[config.mk]
export PLATFORM = sky130hd
export DESIGN_NAME = iserdes_word_aligner
export DESIGN_NICKNAME = d
export VERILOG_FILES = /design/src/rtl/iserdes_align_pkg.sv /design/src/rtl/iserdes_align_ch.sv /design/src/rtl/iserdes_word_aligner.sv
export SDC_FILE = /design/constraint.sdc
export NUM_CORES = 1
export LEC_CHECK = 0
export ABC_AREA = 1
export ABC_CLOCK_PERIOD_IN_PS = 1850
export BUFFER_PORTS_ARGS = -buffer_cell sky130_fd_sc_hd__buf_2
export CAP_MARGIN = 20
export CORE_AREA = 10 10 67 69
export CTS_BUF_LIST = sky130_fd_sc_hd__clkbuf_8
export CTS_CLUSTER_DIAMETER = 150
export CTS_CLUSTER_SIZE = 25
export DETAILED_ROUTE_END_ITERATION = 7
export DIE_AREA = 0 0 77 79
export PLACE_DENSITY_LB_ADDON = 0.1
export SYNTH_ARGS = -nofsm -noshare
export SYNTH_HDL_FRONTEND = slang
export SYNTH_SLANG_ARGS = --single-unit
[constraint.sdc]
create_clock -name CLK -period 1.85 [get_ports CLK]
set_clock_uncertainty 0.15 [all_clocks]
set_input_delay 0.0925 -clock CLK [delete_from_list [all_inputs] [get_ports CLK]]
set_output_delay 0.0925 -clock CLK [all_outputs]
set_load 0.03 [all_outputs]
[src/rtl/iserdes_align_pkg.sv]
// Shared types and helpers for the I_SERDES word aligner.
// Holds the channel state encoding and parameter legality checks.
package iserdes_align_pkg;

  localparam int W_MIN  = 3;
  localparam int W_MAX  = 10;
  localparam int CH_MIN = 1;
  localparam int CH_MAX = 16;

  typedef enum logic [2:0] {
    ST_WAIT_LOCK = 3'd0,
    ST_HUNT      = 3'd1,
    ST_SLIP      = 3'd2,
    ST_SETTLE    = 3'd3,
    ST_LOCKED    = 3'd4,
    ST_FAIL      = 3'd5
  } state_e;

  // Bits needed to index v values; never below 1.
  function automatic int clog2(input int v);
    int r;
    r = 1;
    while ((1 << r) < v) r++;
    return r;
  endfunction

  function automatic bit params_ok(
    input int w,
    input int n,
    input int mc
  );
    return (w >= W_MIN) && (w <= W_MAX) &&
           (n >= CH_MIN) && (n <= CH_MAX) &&
           (mc >= 1);
  endfunction

endpackage

[src/rtl/iserdes_align_ch.sv]
// One channel of the word aligner: hunt/slip/settle FSM,
// match and slip counters, and the aligned output register.
module iserdes_align_ch
  import iserdes_align_pkg::*;
#(
  parameter int WIDTH = 4,
  parameter logic [WIDTH-1:0] TRAIN_PATTERN = WIDTH'(4'b0011),
  parameter int MATCH_COUNT = 4,
  parameter int SLIP_WAIT = 2,
  parameter int MAX_SLIPS = 2 * WIDTH
) (
  input  logic             clk_i,
  input  logic             rst_i,
  input  logic             pll_lock_i,
  input  logic             train_en_i,
  input  logic             train_rise_i,
  input  logic             dv_i,
  input  logic [WIDTH-1:0] q_i,
  output logic             bitslip_o,
  output logic [WIDTH-1:0] q_o,
  output logic             q_valid_o,
  output logic             aligned_o,
  output logic             fail_o
);

  localparam int MW = clog2(MATCH_COUNT + 1);
  localparam int SW = clog2(MAX_SLIPS + 1);
  localparam int TW = clog2(SLIP_WAIT + 1);

  localparam logic [MW-1:0] MATCH_MAX  = MW'(MATCH_COUNT);
  localparam logic [SW-1:0] SLIP_MAX   = SW'(MAX_SLIPS);
  localparam logic [TW-1:0] SETTLE_MAX = TW'(SLIP_WAIT);

  state_e           state_q, state_d;
  logic [MW-1:0]    match_q, match_d;
  logic [SW-1:0]    slip_q, slip_d;
  logic [TW-1:0]    settle_q, settle_d;
  logic [WIDTH-1:0] q_q, q_d;
  logic             q_valid_q, q_valid_d;

  always_comb begin
    state_d   = state_q;
    match_d   = match_q;
    slip_d    = slip_q;
    settle_d  = settle_q;
    q_d       = q_q;
    q_valid_d = 1'b0;
    if (!pll_lock_i) begin
      state_d  = ST_WAIT_LOCK;
      match_d  = '0;
      slip_d   = '0;
      settle_d = '0;
    end else if (train_rise_i) begin
      state_d  = ST_HUNT;
      match_d  = '0;
      slip_d   = '0;
      settle_d = '0;
    end else begin
      unique case (state_q)
        ST_WAIT_LOCK: begin
          match_d  = '0;
          slip_d   = '0;
          settle_d = '0;
          if (train_en_i) state_d = ST_HUNT;
        end
        ST_HUNT: begin
          if (!train_en_i) begin
            state_d = ST_WAIT_LOCK;
            match_d = '0;
            slip_d  = '0;
          end else if (dv_i) begin
            if (q_i == TRAIN_PATTERN) begin
              if (match_q != MATCH_MAX)
                match_d = match_q + MW'(1);
              if (match_d == MATCH_MAX)
                state_d = ST_LOCKED;
            end else begin
              match_d = '0;
              state_d = ST_SLIP;
            end
          end
        end
        ST_SLIP: begin
          // The pulse is already on the pins this cycle.
          if (slip_q != SLIP_MAX)
            slip_d = slip_q + SW'(1);
          settle_d = '0;
          if (!train_en_i) begin
            state_d = ST_WAIT_LOCK;
            match_d = '0;
            slip_d  = '0;
          end else if (slip_d == SLIP_MAX) begin
            state_d = ST_FAIL;
          end else begin
            state_d = ST_SETTLE;
          end
        end
        ST_SETTLE: begin
          if (!train_en_i) begin
            state_d  = ST_WAIT_LOCK;
            match_d  = '0;
            slip_d   = '0;
            settle_d = '0;
          end else if (SLIP_WAIT == 0) begin
            state_d = ST_HUNT;
          end else if (dv_i) begin
            settle_d = settle_q + TW'(1);
            if (settle_d == SETTLE_MAX)
              state_d = ST_HUNT;
          end
        end
        ST_LOCKED: begin
          if (dv_i) begin
            q_valid_d = 1'b1;
            q_d       = q_i;
          end
        end
        ST_FAIL: state_d = ST_FAIL;
        default: state_d = ST_WAIT_LOCK;
      endcase
    end
  end

  always_ff @(posedge clk_i) begin
    if (rst_i) begin
      state_q   <= ST_WAIT_LOCK;
      match_q   <= '0;
      slip_q    <= '0;
      settle_q  <= '0;
      q_q       <= '0;
      q_valid_q <= 1'b0;
    end else begin
      state_q   <= state_d;
      match_q   <= match_d;
      slip_q    <= slip_d;
      settle_q  <= settle_d;
      q_q       <= q_d;
      q_valid_q <= q_valid_d;
    end
  end

  assign bitslip_o = (state_q == ST_SLIP);
  assign aligned_o = (state_q == ST_LOCKED);
  assign fail_o    = (state_q == ST_FAIL);
  assign q_o       = q_q;
  assign q_valid_o = q_valid_q;

endmodule

[src/rtl/iserdes_word_aligner.sv]
// Multi-channel I_SERDES word aligner in the CLK_OUT domain.
// Shares one TRAIN_EN edge detector and the ALL_ALIGNED flag.
module iserdes_word_aligner
  import iserdes_align_pkg::*;
#(
  parameter int WIDTH = 4,
  parameter int NUM_CH = 1,
  parameter logic [WIDTH-1:0] TRAIN_PATTERN = WIDTH'(4'b0011),
  parameter int MATCH_COUNT = 4,
  parameter int SLIP_WAIT = 2,
  parameter int MAX_SLIPS = 2 * WIDTH
) (
  input  logic                    CLK,
  input  logic                    RST,
  input  logic                    PLL_LOCK,
  input  logic                    TRAIN_EN,
  input  logic [NUM_CH-1:0]       DATA_VALID,
  input  logic [NUM_CH*WIDTH-1:0] Q_IN,
  output logic [NUM_CH-1:0]       BITSLIP_ADJ,
  output logic [NUM_CH*WIDTH-1:0] Q_OUT,
  output logic [NUM_CH-1:0]       Q_VALID,
  output logic [NUM_CH-1:0]       ALIGNED,
  output logic [NUM_CH-1:0]       ALIGN_FAIL,
  output logic                    ALL_ALIGNED
);

  if (!params_ok(WIDTH, NUM_CH, MATCH_COUNT)) begin : g_bad_params
    $error("iserdes_word_aligner: illegal parameters");
  end

  logic train_q;
  logic all_q;
  logic train_rise;

  assign train_rise = TRAIN_EN & ~train_q;

  for (genvar c = 0; c < NUM_CH; c++) begin : g_ch
    iserdes_align_ch #(
      .WIDTH         (WIDTH),
      .TRAIN_PATTERN (TRAIN_PATTERN),
      .MATCH_COUNT   (MATCH_COUNT),
      .SLIP_WAIT     (SLIP_WAIT),
      .MAX_SLIPS     (MAX_SLIPS)
    ) u_ch (
      .clk_i        (CLK),
      .rst_i        (RST),
      .pll_lock_i   (PLL_LOCK),
      .train_en_i   (TRAIN_EN),
      .train_rise_i (train_rise),
      .dv_i         (DATA_VALID[c]),
      .q_i          (Q_IN[c*WIDTH +: WIDTH]),
      .bitslip_o    (BITSLIP_ADJ[c]),
      .q_o          (Q_OUT[c*WIDTH +: WIDTH]),
      .q_valid_o    (Q_VALID[c]),
      .aligned_o    (ALIGNED[c]),
      .fail_o       (ALIGN_FAIL[c])
    );
  end

  always_ff @(posedge CLK) begin
    if (RST) begin
      train_q <= 1'b0;
      all_q   <= 1'b0;
    end else begin
      train_q <= TRAIN_EN;
      all_q   <= &ALIGNED;
    end
  end

  assign ALL_ALIGNED = all_q;

endmodule

==> results of run 1 <==
cells by family (layout without fill, tap and decap cells):
logic type      after synthesis  count (layout)
simple gates                 92              92
flops                        19              19
buf+inv                      25              49
compound gates               21              21
fa+ha+maj                     5               5
timing repair:
item,CTS,global route
gates resized for setup,0,0
hold endpoints to repair,8,0
hold buffers,6,0
final cells by class:
class	instances	area (sq um)	share of cell area
inverter	22	82.6	0.0624
timing repair buffer	23	145	0.110
multi-input combinational	118	613	0.463
tap	46	57.6	0.0435
clock buffer	3	41.3	0.0312
sequential	19	380	0.287
clock inverter	1	3.75	0.00284
per-stage QoR:
stage / setup slack [ns] / instance area (sq um)
after CTS: 0.239 / 1320
after floorplan: 0.332 / 1100
after global placement: 0.280 / 1220
final: 0.246 / 1320
after global routing: 0.0617 / 1320
after detailed placement: 0.257 / 1220
per-layer routing:
metal	up-vias	share of wire
li1	566	-
met1	465	0.48
met2	18	0.46
met3	5	0.045
met4	0	0.016
met5	-	0
where the power goes:
part	switching (mW)	total, mW	internal (mW)
Sequential	0.00406	0.417	0.412
Clock	0.140	0.288	0.148
Combinational	0.0438	0.0734	0.0296
Total	0.188	0.778	0.590
flip-flops by register name (all words and copies together), names as in the netlist:
name	flops
g_ch.u_ch.slip_q	4
g_ch.u_ch.q_o	4
g_ch.u_ch.match_q	3
train_q	1
g_ch.u_ch.state_q	3
g_ch.u_ch.q_valid_o	1
g_ch.u_ch.settle_q	2
ALL_ALIGNED	1
cell usage in the layout, fill, tap and decap left out:
| cell | netlist | routed |
|---|---|---|
| a211oi_1 | 1 | 1 |
| nand3_1 | 13 | 13 |
| nor2_1 | 21 | 21 |
| buf_2 | 1 | 17 |
| a211oi_2 | 3 | 3 |
| dfxtp_1 | 19 | 19 |
| o21ai_0 | 5 | 5 |
| inv_2 | 1 | 1 |
| nand4_1 | 2 | 2 |
| and3_4 | 1 | 1 |
| inv_1 | 21 | 22 |
| nor2_4 | 2 | 2 |
| nand4_2 | 1 | 1 |
| a21oi_1 | 12 | 12 |
| dlygate4sd3_1 | 0 | 6 |
| nor3b_1 | 1 | 1 |
| nand2_2 | 5 | 5 |
| clkbuf_8 | 0 | 3 |
| nand3b_1 | 1 | 1 |
| ha_1 | 5 | 5 |
| nand2_1 | 44 | 44 |
| or2_2 | 1 | 1 |
how the worst max path moves through the flow:
stage / slack, ns / start / to / depth (start not counted)
2_1_floorplan: 0.33 / g_ch[0].u_ch.state_q[2] / g_ch[0].u_ch.state_q[2] / 6
3_3_place_gp: 0.28 / g_ch[0].u_ch.slip_q[0] / g_ch[0].u_ch.state_q[1] / 9
3_5_place_dp: 0.26 / g_ch[0].u_ch.slip_q[0] / g_ch[0].u_ch.state_q[1] / 9
4_1_cts: 0.24 / g_ch[0].u_ch.slip_q[0] / g_ch[0].u_ch.state_q[1] / 9
5_1_grt: 0.06 / g_ch[0].u_ch.match_q[0] / g_ch[0].u_ch.state_q[2] / 11
6_report: 0.25 / g_ch[0].u_ch.slip_q[0] / g_ch[0].u_ch.state_q[1] / 9
critical path: cells and delay by family (launching register included):
kind / cells / cell delay, ns
compound gates: 1 / 0.11
fa+ha+maj: 1 / 0.23
flops: 1 / 0.37
simple gates: 7 / 0.67
==> run metrics, run 1 <==
nature of the critical path startpoint flop; Final setup viols 0; Synth Cell Area 0.00110 sq mm; Pre-antenna DRT Iters 4; vias in the first global route 1036; Mapped Cells 162; first-pass GRT wire length 4420 microns; die width 77 microns; Leak 0.599 nW; Post-CTS Setup Repair Bufs 0; Core Util, Final 0.410; worst-skew pair later-pin latency 0.26 ns; Seq cells post-synth 19; io pins 18; via count 1054; outcome complete, no violations; Synth Area in Compound Gates 0.119; met3 usage 0.0236; cell mode on critical path nand2_1; hold worst-path end train_q; count of cell types in the netlist 22; Min-Delay Path Class in2reg; Hold Path Depth 3; root buf cell clkbuf_8; Clock transition at path regs 0.07 ns; area delta synth->final 20.8%; DIE AREA 0.00608 sq mm; critical path peak fanout 6; total negative slack 0 ns; mux contribution to synthesized area 0; Net count, final 201; Post-Syn Nets 176; Max stage delay on crit path 0.37 ns; reg2reg setup slack 0.25 ns; final hold vios 0; Routed WL 2510 microns; RSZ-0062 raised after global routing false; commonest cells in the netlist 44 x nand2_1, 21 x inv_1, 21 x nor2_1, 19 x dfxtp_1, 13 x nand3_1; CP max stage cell dfxtp_1; Slew @ Worst Pin 0.516 ns; most frequent cell after synthesis nand2_1; vias per cell 4.54; Tcrit/Tclk final 0.867; Post-synth EDFFs 0; Synth Area in Adders 0.0571; n_diodes 0; post-synth top area cell dfxtp_1; total gr overflow 0; global placer's final weighted congestion 0.816; post-DR wirelength/cell 10.8 microns; initial antenna violation count 0; grt met2 use 0.153; CTS HTree Levels 1; Antenna Violating Nets Remaining 0; Post-DP HPWL 1970 microns; Total GRT Usage 0.0861; Yosys top cell area share 0.347; minimum clock period 1.60 ns; Final Max Slew Viols 0; row cnt 21; placed insts 222; Worst R2R Path Depth 9; CTS tree done; hold_ws 0.0408 ns; register area share after synthesis 0.347; Syn Area/Cell 6.77 sq um; main combinational cell family by area after synthesis simple AND/OR/NAND/NOR gates; Initial Utilization 0.339; # port buffers 17; met1 Use GR 0.0946; Post-Synth Simple-Gate Area 0.384; CTS Buf Count 3; largest net degree at the start of global routing 12; First DRT Iteration DRCs 32; HP Start TRAIN_EN; Layout Cells excl Fill 232; Max-slew headroom 0.655; CTS Sinks 19; Layout fillers 363; number of max-cap violations 0; capturing point of the worst reg2reg path g_ch[0].u_ch.state_q[1]; WP data arrival 1.63 ns; layout cells sized above 1 0.183; IR drop worst, VDD 367 uV; DIE HEIGHT 79 microns; CTS max path bufs 2; busiest layer in global routing met2; Yosys warning total 0; asr flop ratio synth 0; Post-Synth XOR/XNOR Area 0; CP Cell Sequence ha_1, or2_2, nand2_1, nor2_1, nand2_1, nand2_1, nand2_1, nand2_1, a21oi_1; fmax 623 MHz; Residual DRC 0; core footprint 0.00323 sq mm; WS Path Type reg2reg; Req. time, crit path 1.88 ns; RR Startpoint g_ch[0].u_ch.slip_q[0]; PD cells 588 mW/mm^2; Pwr Total 0.778 mW; Primary FF master, synth dfxtp_1; endpoint class of the critical path flop; Area contributors post-synth dfxtp_1 35%, nand2_1 15%, inv_1 7.2%
No activity file was read; power rests on OpenSTA's default activity.
==> run 2: changes to the inputs <==
--- a/config.mk
+++ b/config.mk
@@ -9,12 +9,12 @@
 export ABC_CLOCK_PERIOD_IN_PS = 1850
 export BUFFER_PORTS_ARGS = -buffer_cell sky130_fd_sc_hd__buf_2
 export CAP_MARGIN = 20
-export CORE_AREA = 10 10 67 69
+export CORE_AREA = 10 10 72 74
 export CTS_BUF_LIST = sky130_fd_sc_hd__clkbuf_8
 export CTS_CLUSTER_DIAMETER = 150
 export CTS_CLUSTER_SIZE = 25
 export DETAILED_ROUTE_END_ITERATION = 7
-export DIE_AREA = 0 0 77 79
+export DIE_AREA = 0 0 82 84
 export PLACE_DENSITY_LB_ADDON = 0.1
 export SYNTH_ARGS = -nofsm -noshare
 export SYNTH_HDL_FRONTEND = slang
==> run metrics, run 2 (synthesis results as in run 1) <==
layout cells sized above 1 0.184 (+0.000988); Pwr Total 0.766 mW (-1.5%); Tcrit/Tclk final 0.878 (+0.0111); Req. time, crit path 1.82 ns (-0.06 ns); Clock transition at path regs 0.07 ns (about the same); Layout fillers 440 (+21%); Antenna Violating Nets Remaining 0 (unchanged); switching pwr 0.178 mW (-5.4%); clock network fraction of design power 0.364 (-0.006); CTS max path bufs 2 (unchanged); critical path peak fanout 6 (unchanged); Total GRT Usage 0.0786 (-0.00751); endpoint class of the critical path flop; WP data arrival 1.60 ns (-0.03 ns); PD cells 581 mW/mm^2 (-1.2%); Residual DRC 0 (unchanged); # port buffers 17 (unchanged); first-pass GRT wire length 4370 microns (-1.1%); io pins 18 (unchanged); CTS tree done; vias in the first global route 1056 (+1.9%); Routed WL 2550 microns (+1.5%); IR drop worst, VDD 253 uV (-31%); Comb power frac 0.092 (-0.002); Initial Utilization 0.284 (-0.0549); core footprint 0.00386 sq mm (+19%); final hold vios 0 (unchanged); Net count, final 200 (-0.50%); initial antenna violation count 0 (unchanged); vias per cell 4.52 (-0.43%); Flop pwr share 0.544 (+0.009); Post-DP HPWL 2000 microns (+1.4%); row cnt 23 (+9.5%); DIE AREA 0.00689 sq mm (+13%); Max-slew headroom 0.669 (+0.0137); RSZ-0062 raised after global routing false; Final setup viols 0 (unchanged); fmax 616 MHz (-1.3%); number of max-cap violations 0 (unchanged); cell mode on critical path nand2_1; CP delay by family, top simple AND/OR/NAND/NOR gates; Int Pwr 0.588 mW (-0.29%); via count 1063 (+0.85%); Final Max Slew Viols 0 (unchanged); n_diodes 0 (unchanged); CP bufs+invs 1 (+1); CTS Sinks 19 (unchanged); area delta synth->final 20.3%; First DRT Iteration DRCs 31 (-3.1%); global placer's final weighted congestion 0.787 (-3.7%); Slew @ Worst Pin 0.495 ns (-0.0205 ns); commonest non-fill, non-tap cell in the layout nand2_1; CTS Buf Count 3 (unchanged); most frequent cells in the layout 44 x nand2_1, 22 x inv_1, 21 x nor2_1; Pre-antenna DRT Iters 4 (unchanged); root buf cell clkbuf_8; CP max stage cell dfxtp_1; CTS HTree Levels 1 (unchanged); worst-skew pair later-pin latency 0.25 ns (about the same); Max stage delay on crit path 0.43 ns (+0.06 ns); Sw Share 0.232 (-0.00955); WS Path Type reg2reg; # resized after CTS 0 (unchanged); die width 82 microns (+6.5%); nature of the critical path startpoint flop; Leak 0.594 nW (-0.70%); Min-Delay Path Class in2reg; total negative slack 0 ns (unchanged); minimum clock period 1.62 ns (+0.0206 ns); total gr overflow 0 (unchanged); DIE HEIGHT 84 microns (+6.3%); outcome complete, no violations; CP Cell Sequence inv_1, ha_1, nand4_1, nand2_1, nor2_1, nand2_1, nand2_1, nand2_1, nand2_1, a21oi_1; post-DR wirelength/cell 10.8 microns (+0.18%); largest net degree at the start of global routing 12 (unchanged)
run 2: cell count changes in the layout (fill, tap and decap cells not counted), sizes merged:
cell         before  now
dlygate4sd3       6    5
run 2: worst paths after layout:
kind / from / endpoint / slack [ns] / cells past startpoint
setup / recovery: g_ch[0].u_ch.slip_q[0] / g_ch[0].u_ch.state_q[1] / 0.23 / 10
hold / removal: PLL_LOCK / g_ch[0].u_ch.state_q[0] / 0.02 / 5
setup reg to reg: g_ch[0].u_ch.slip_q[0] / g_ch[0].u_ch.state_q[1] / 0.23 / 10
hold reg to reg: g_ch[0].u_ch.q_o[3] / g_ch[0].u_ch.q_o[3] / 0.32 / 2
run 2: stage by stage:
step	std cells	util	hold WS (ns)	instance area (sq um)	setup slack, ns
2_1_floorplan	162	-	0.0724	1100	0.332
3_3_place_gp	226	0.317	0.206	1220	0.259
3_5_place_dp	226	0.317	0.216	1220	0.233
4_1_cts	235	0.342	0.00562	1320	0.217
5_1_grt	235	0.342	0.0177	1320	0.0414
6_report	235	0.342	0.0165	1320	0.225
run 2: layout make-up:
type | count | area, sq um | area share
Clock buffer | 3 | 41.3 | 0.0313
Multi-Input combinational cell | 118 | 613 | 0.465
Clock inverter | 1 | 3.75 | 0.00285
Sequential cell | 19 | 380 | 0.288
Timing Repair Buffer | 22 | 135 | 0.102
Tap cell | 50 | 62.6 | 0.0474
Inverter | 22 | 82.6 | 0.0626
run 2: timing repair:
action	4_1_cts	5_1_grt
endpoints found under the setup margin	0	0
buffers inserted	0	0
hold buffers	5	0
endpoints found under the hold margin	7	0
run 2: layer usage:
metal	global-route usage	part of all wire	up-vias
li1	-	-	561
met1	0.0873	0.46	477
met2	0.131	0.48	21
met3	0.0269	0.043	4
met4	0.0310	0.012	0
met5	0	0	-
run 2: power groups by stage:
stage	Sequential, mW	Clock (mW)	Combinational [mW]
after global routing	0.417	0.317	0.0807
final	0.417	0.279	0.0707
after floorplan	0.425	0	0.0436
after CTS	0.416	0.295	0.0714
after global placement	0.426	0	0.0629
after detailed placement	0.426	0	0.0634
run 2: worst min-delay path, stage by stage:
cell,delay (ns)
buf_2,0.11
inv_1,0.05
nor2_1,0.04
nand2_1,0.05
inv_1,0.03
==> run 3: changes to the inputs <==
--- a/config.mk
+++ b/config.mk
@@ -18,4 +18,5 @@
 export PLACE_DENSITY_LB_ADDON = 0.1
 export SYNTH_ARGS = -nofsm -noshare
 export SYNTH_HDL_FRONTEND = slang
+export SYNTH_HIERARCHICAL = 1
 export SYNTH_SLANG_ARGS = --single-unit
==> run metrics, run 3 <==
count of cell types in the netlist 22 (unchanged); core footprint 0.00386 sq mm (unchanged); Max-slew headroom 0.772 (+0.103); # resized after CTS 0 (unchanged); area delta synth->final 23.7%; WP data arrival 1.62 ns (+0.02 ns); Yosys top cell area share 0.346 (-0.00118); layout cells sized above 1 0.188 (+0.00470); commonest cells in the netlist 48 x nand2_1, 22 x inv_1, 19 x dfxtp_1, 15 x nor2_1; global placer's final weighted congestion 0.824 (+4.7%); row cnt 23 (unchanged); Clock transition at path regs 0.07 ns (about the same); CTS HTree Levels 1 (unchanged); Slew @ Worst Pin 0.339 ns (-0.157 ns); PD cells 571 mW/mm^2 (-1.8%); Residual DRC 0 (unchanged); Initial Utilization 0.285 (+0.000973); CTS max path bufs 2 (unchanged); Area contributors post-synth dfxtp_1 35%, nand2_1 16%, inv_1 7.5%; total negative slack 0 ns (unchanged); total gr overflow 0 (unchanged); vias per cell 4.38 (-3.1%); Pre-antenna DRT Iters 4 (unchanged); Post-Syn Nets 177 (+0.57%); Final Max Slew Viols 0 (unchanged); Min-Delay Path Class in2reg; final hold vios 0 (unchanged); outcome complete, no violations; Final setup viols 0 (unchanged); n_diodes 0 (unchanged); number of max-cap violations 0 (unchanged); Mapped Cells 163 (+0.62%); Synth Cell Area 0.00110 sq mm (+0.34%); Net count, final 206 (+3.0%); largest net degree at the start of global routing 11 (-1); vias in the first global route 984 (-6.8%); CTS tree done; register area 380 sq um (unchanged); Antenna Violating Nets Remaining 0 (unchanged); minimum clock period 1.62 ns (-0.00644 ns); asr flop ratio synth 0 (unchanged); Yosys warning total 6 (+6); endpoint class of the critical path flop; first-pass GRT wire length 4490 microns (+2.8%); initial antenna violation count 0 (unchanged); area occupied by multi-input gates 622 sq um (+1.4%); Routed WL 2640 microns (+3.8%); nature of the critical path startpoint flop; via count 1056 (-0.66%); register area share after synthesis 0.346 (-0.00118); Hold Buf Count CTS 6 (+1); post-synth top area cell dfxtp_1; Leak 0.653 nW (+9.8%); WS Path Type reg2reg; Syn Area/Cell 6.75 sq um (-0.27%); DIE AREA 0.00689 sq mm (unchanged); critical path peak fanout 4 (-2); Seq cells post-synth 19 (unchanged); post-DR wirelength/cell 11.0 microns (+1.2%); RSZ-0062 raised after global routing false; Total GRT Usage 0.0812 (+0.00260); Primary FF master, synth dfxtp_1; most frequent cells in the layout 48 x nand2_1, 23 x inv_1, 19 x dfxtp_1; CTS Sinks 19 (unchanged); Tcrit/Tclk final 0.875 (-0.00348); worst-skew pair later-pin latency 0.25 ns (about the same); io pins 18 (unchanged); Post-CTS Setup Repair Bufs 0 (unchanged); Core Util, Final 0.353 (+0.0107); CTS Buf Count 3 (unchanged); most frequent cell after synthesis nand2_1; root buf cell clkbuf_8; Layout fillers 444 (+0.91%); # port buffers 17 (unchanged); Req. time, crit path 1.85 ns (+0.03 ns); commonest non-fill, non-tap cell in the layout nand2_1; First DRT Iteration DRCs 35 (+13%); fmax 618 MHz (+0.40%); die width 82 microns (unchanged); Pwr Total 0.776 mW (+1.3%); Post-synth EDFFs 0 (unchanged); IR drop worst, VDD 249 uV (-1.7%); DIE HEIGHT 84 microns (unchanged); Post-DP HPWL 2100 microns (+5.2%)
==> run 3: cells by family (layout without fill, tap and decap cells) <==
kind of cell | Yosys count | count (layout) | synth area share
simple gates | 89 | 89 | 0.387
fa+ha+maj | 5 | 5 | 0.0569
flops | 19 | 19 | 0.346
compound gates | 24 | 24 | 0.122
buf+inv | 26 | 54 | 0.0887
==> run 3: per-layer routing <==
layer / track usage / vias to the layer above / routed length (microns)
met1: 0.100 / 464 / 1300
li1: - / 581 / -
met5: 0 / - / 0
met4: 0.0325 / 0 / 19
met2: 0.126 / 9 / 1250
met3: 0.0248 / 2 / 81
==> run 3: where the power goes <==
group / leakage (nW) / total (mW) / switching [mW] / internal [mW]
combinational: 0.472 / 0.0763 / 0.0455 / 0.0308
sequential: 0.154 / 0.416 / 0.00346 / 0.413
clock: 0.0269 / 0.283 / 0.136 / 0.147
==> run 3: worst paths after layout <==
path,start,end,slack (ns),depth (start not counted)
worst max-delay path,g_ch[0].u_ch/match_q[0],g_ch[0].u_ch/state_q[0],0.23,12
worst min-delay path,PLL_LOCK,g_ch[0].u_ch/state_q[0],0.02,5
worst max register to register,g_ch[0].u_ch/match_q[0],g_ch[0].u_ch/state_q[0],0.23,12
worst min register to register,g_ch[0].u_ch/q_o[0],g_ch[0].u_ch/q_o[0],0.31,2
==> run 3: layout make-up <==
type | count | area share
Clock buffer | 3 | 0.0304
Clock inverter | 1 | 0.00276
Inverter | 26 | 0.0718
Multi-Input combinational cell | 118 | 0.457
Sequential cell | 19 | 0.280
Tap cell | 50 | 0.0460
Timing Repair Buffer | 24 | 0.112
==> run 3: worst max-delay path, cell delays in order, from the launching register on <==
cell and delay [ns]:
dfxtp_1 0.36, inv_1 0.08, ha_1 0.21, nand2_1 0.12
nand2_1 0.08, nand2_1 0.07, nand2_1 0.05, nand2_1 0.07
nand3_2 0.12, nand2_2 0.09, nand2_1 0.05, nand2_1 0.06
nor2_1 0.03
==> run 3: metrics by stage <==
step / setup slack (ns) / std cells / cell area (sq um) / hold WS, ns
floorplan: 0.384 / 163 / 1100 / 0.0116
global placement: 0.244 / 231 / 1250 / 0.210
detailed placement: 0.232 / 231 / 1250 / 0.209
CTS: 0.211 / 241 / 1360 / 0.0124
global route: 0.115 / 241 / 1360 / 0.0298
finish: 0.232 / 241 / 1360 / 0.0153
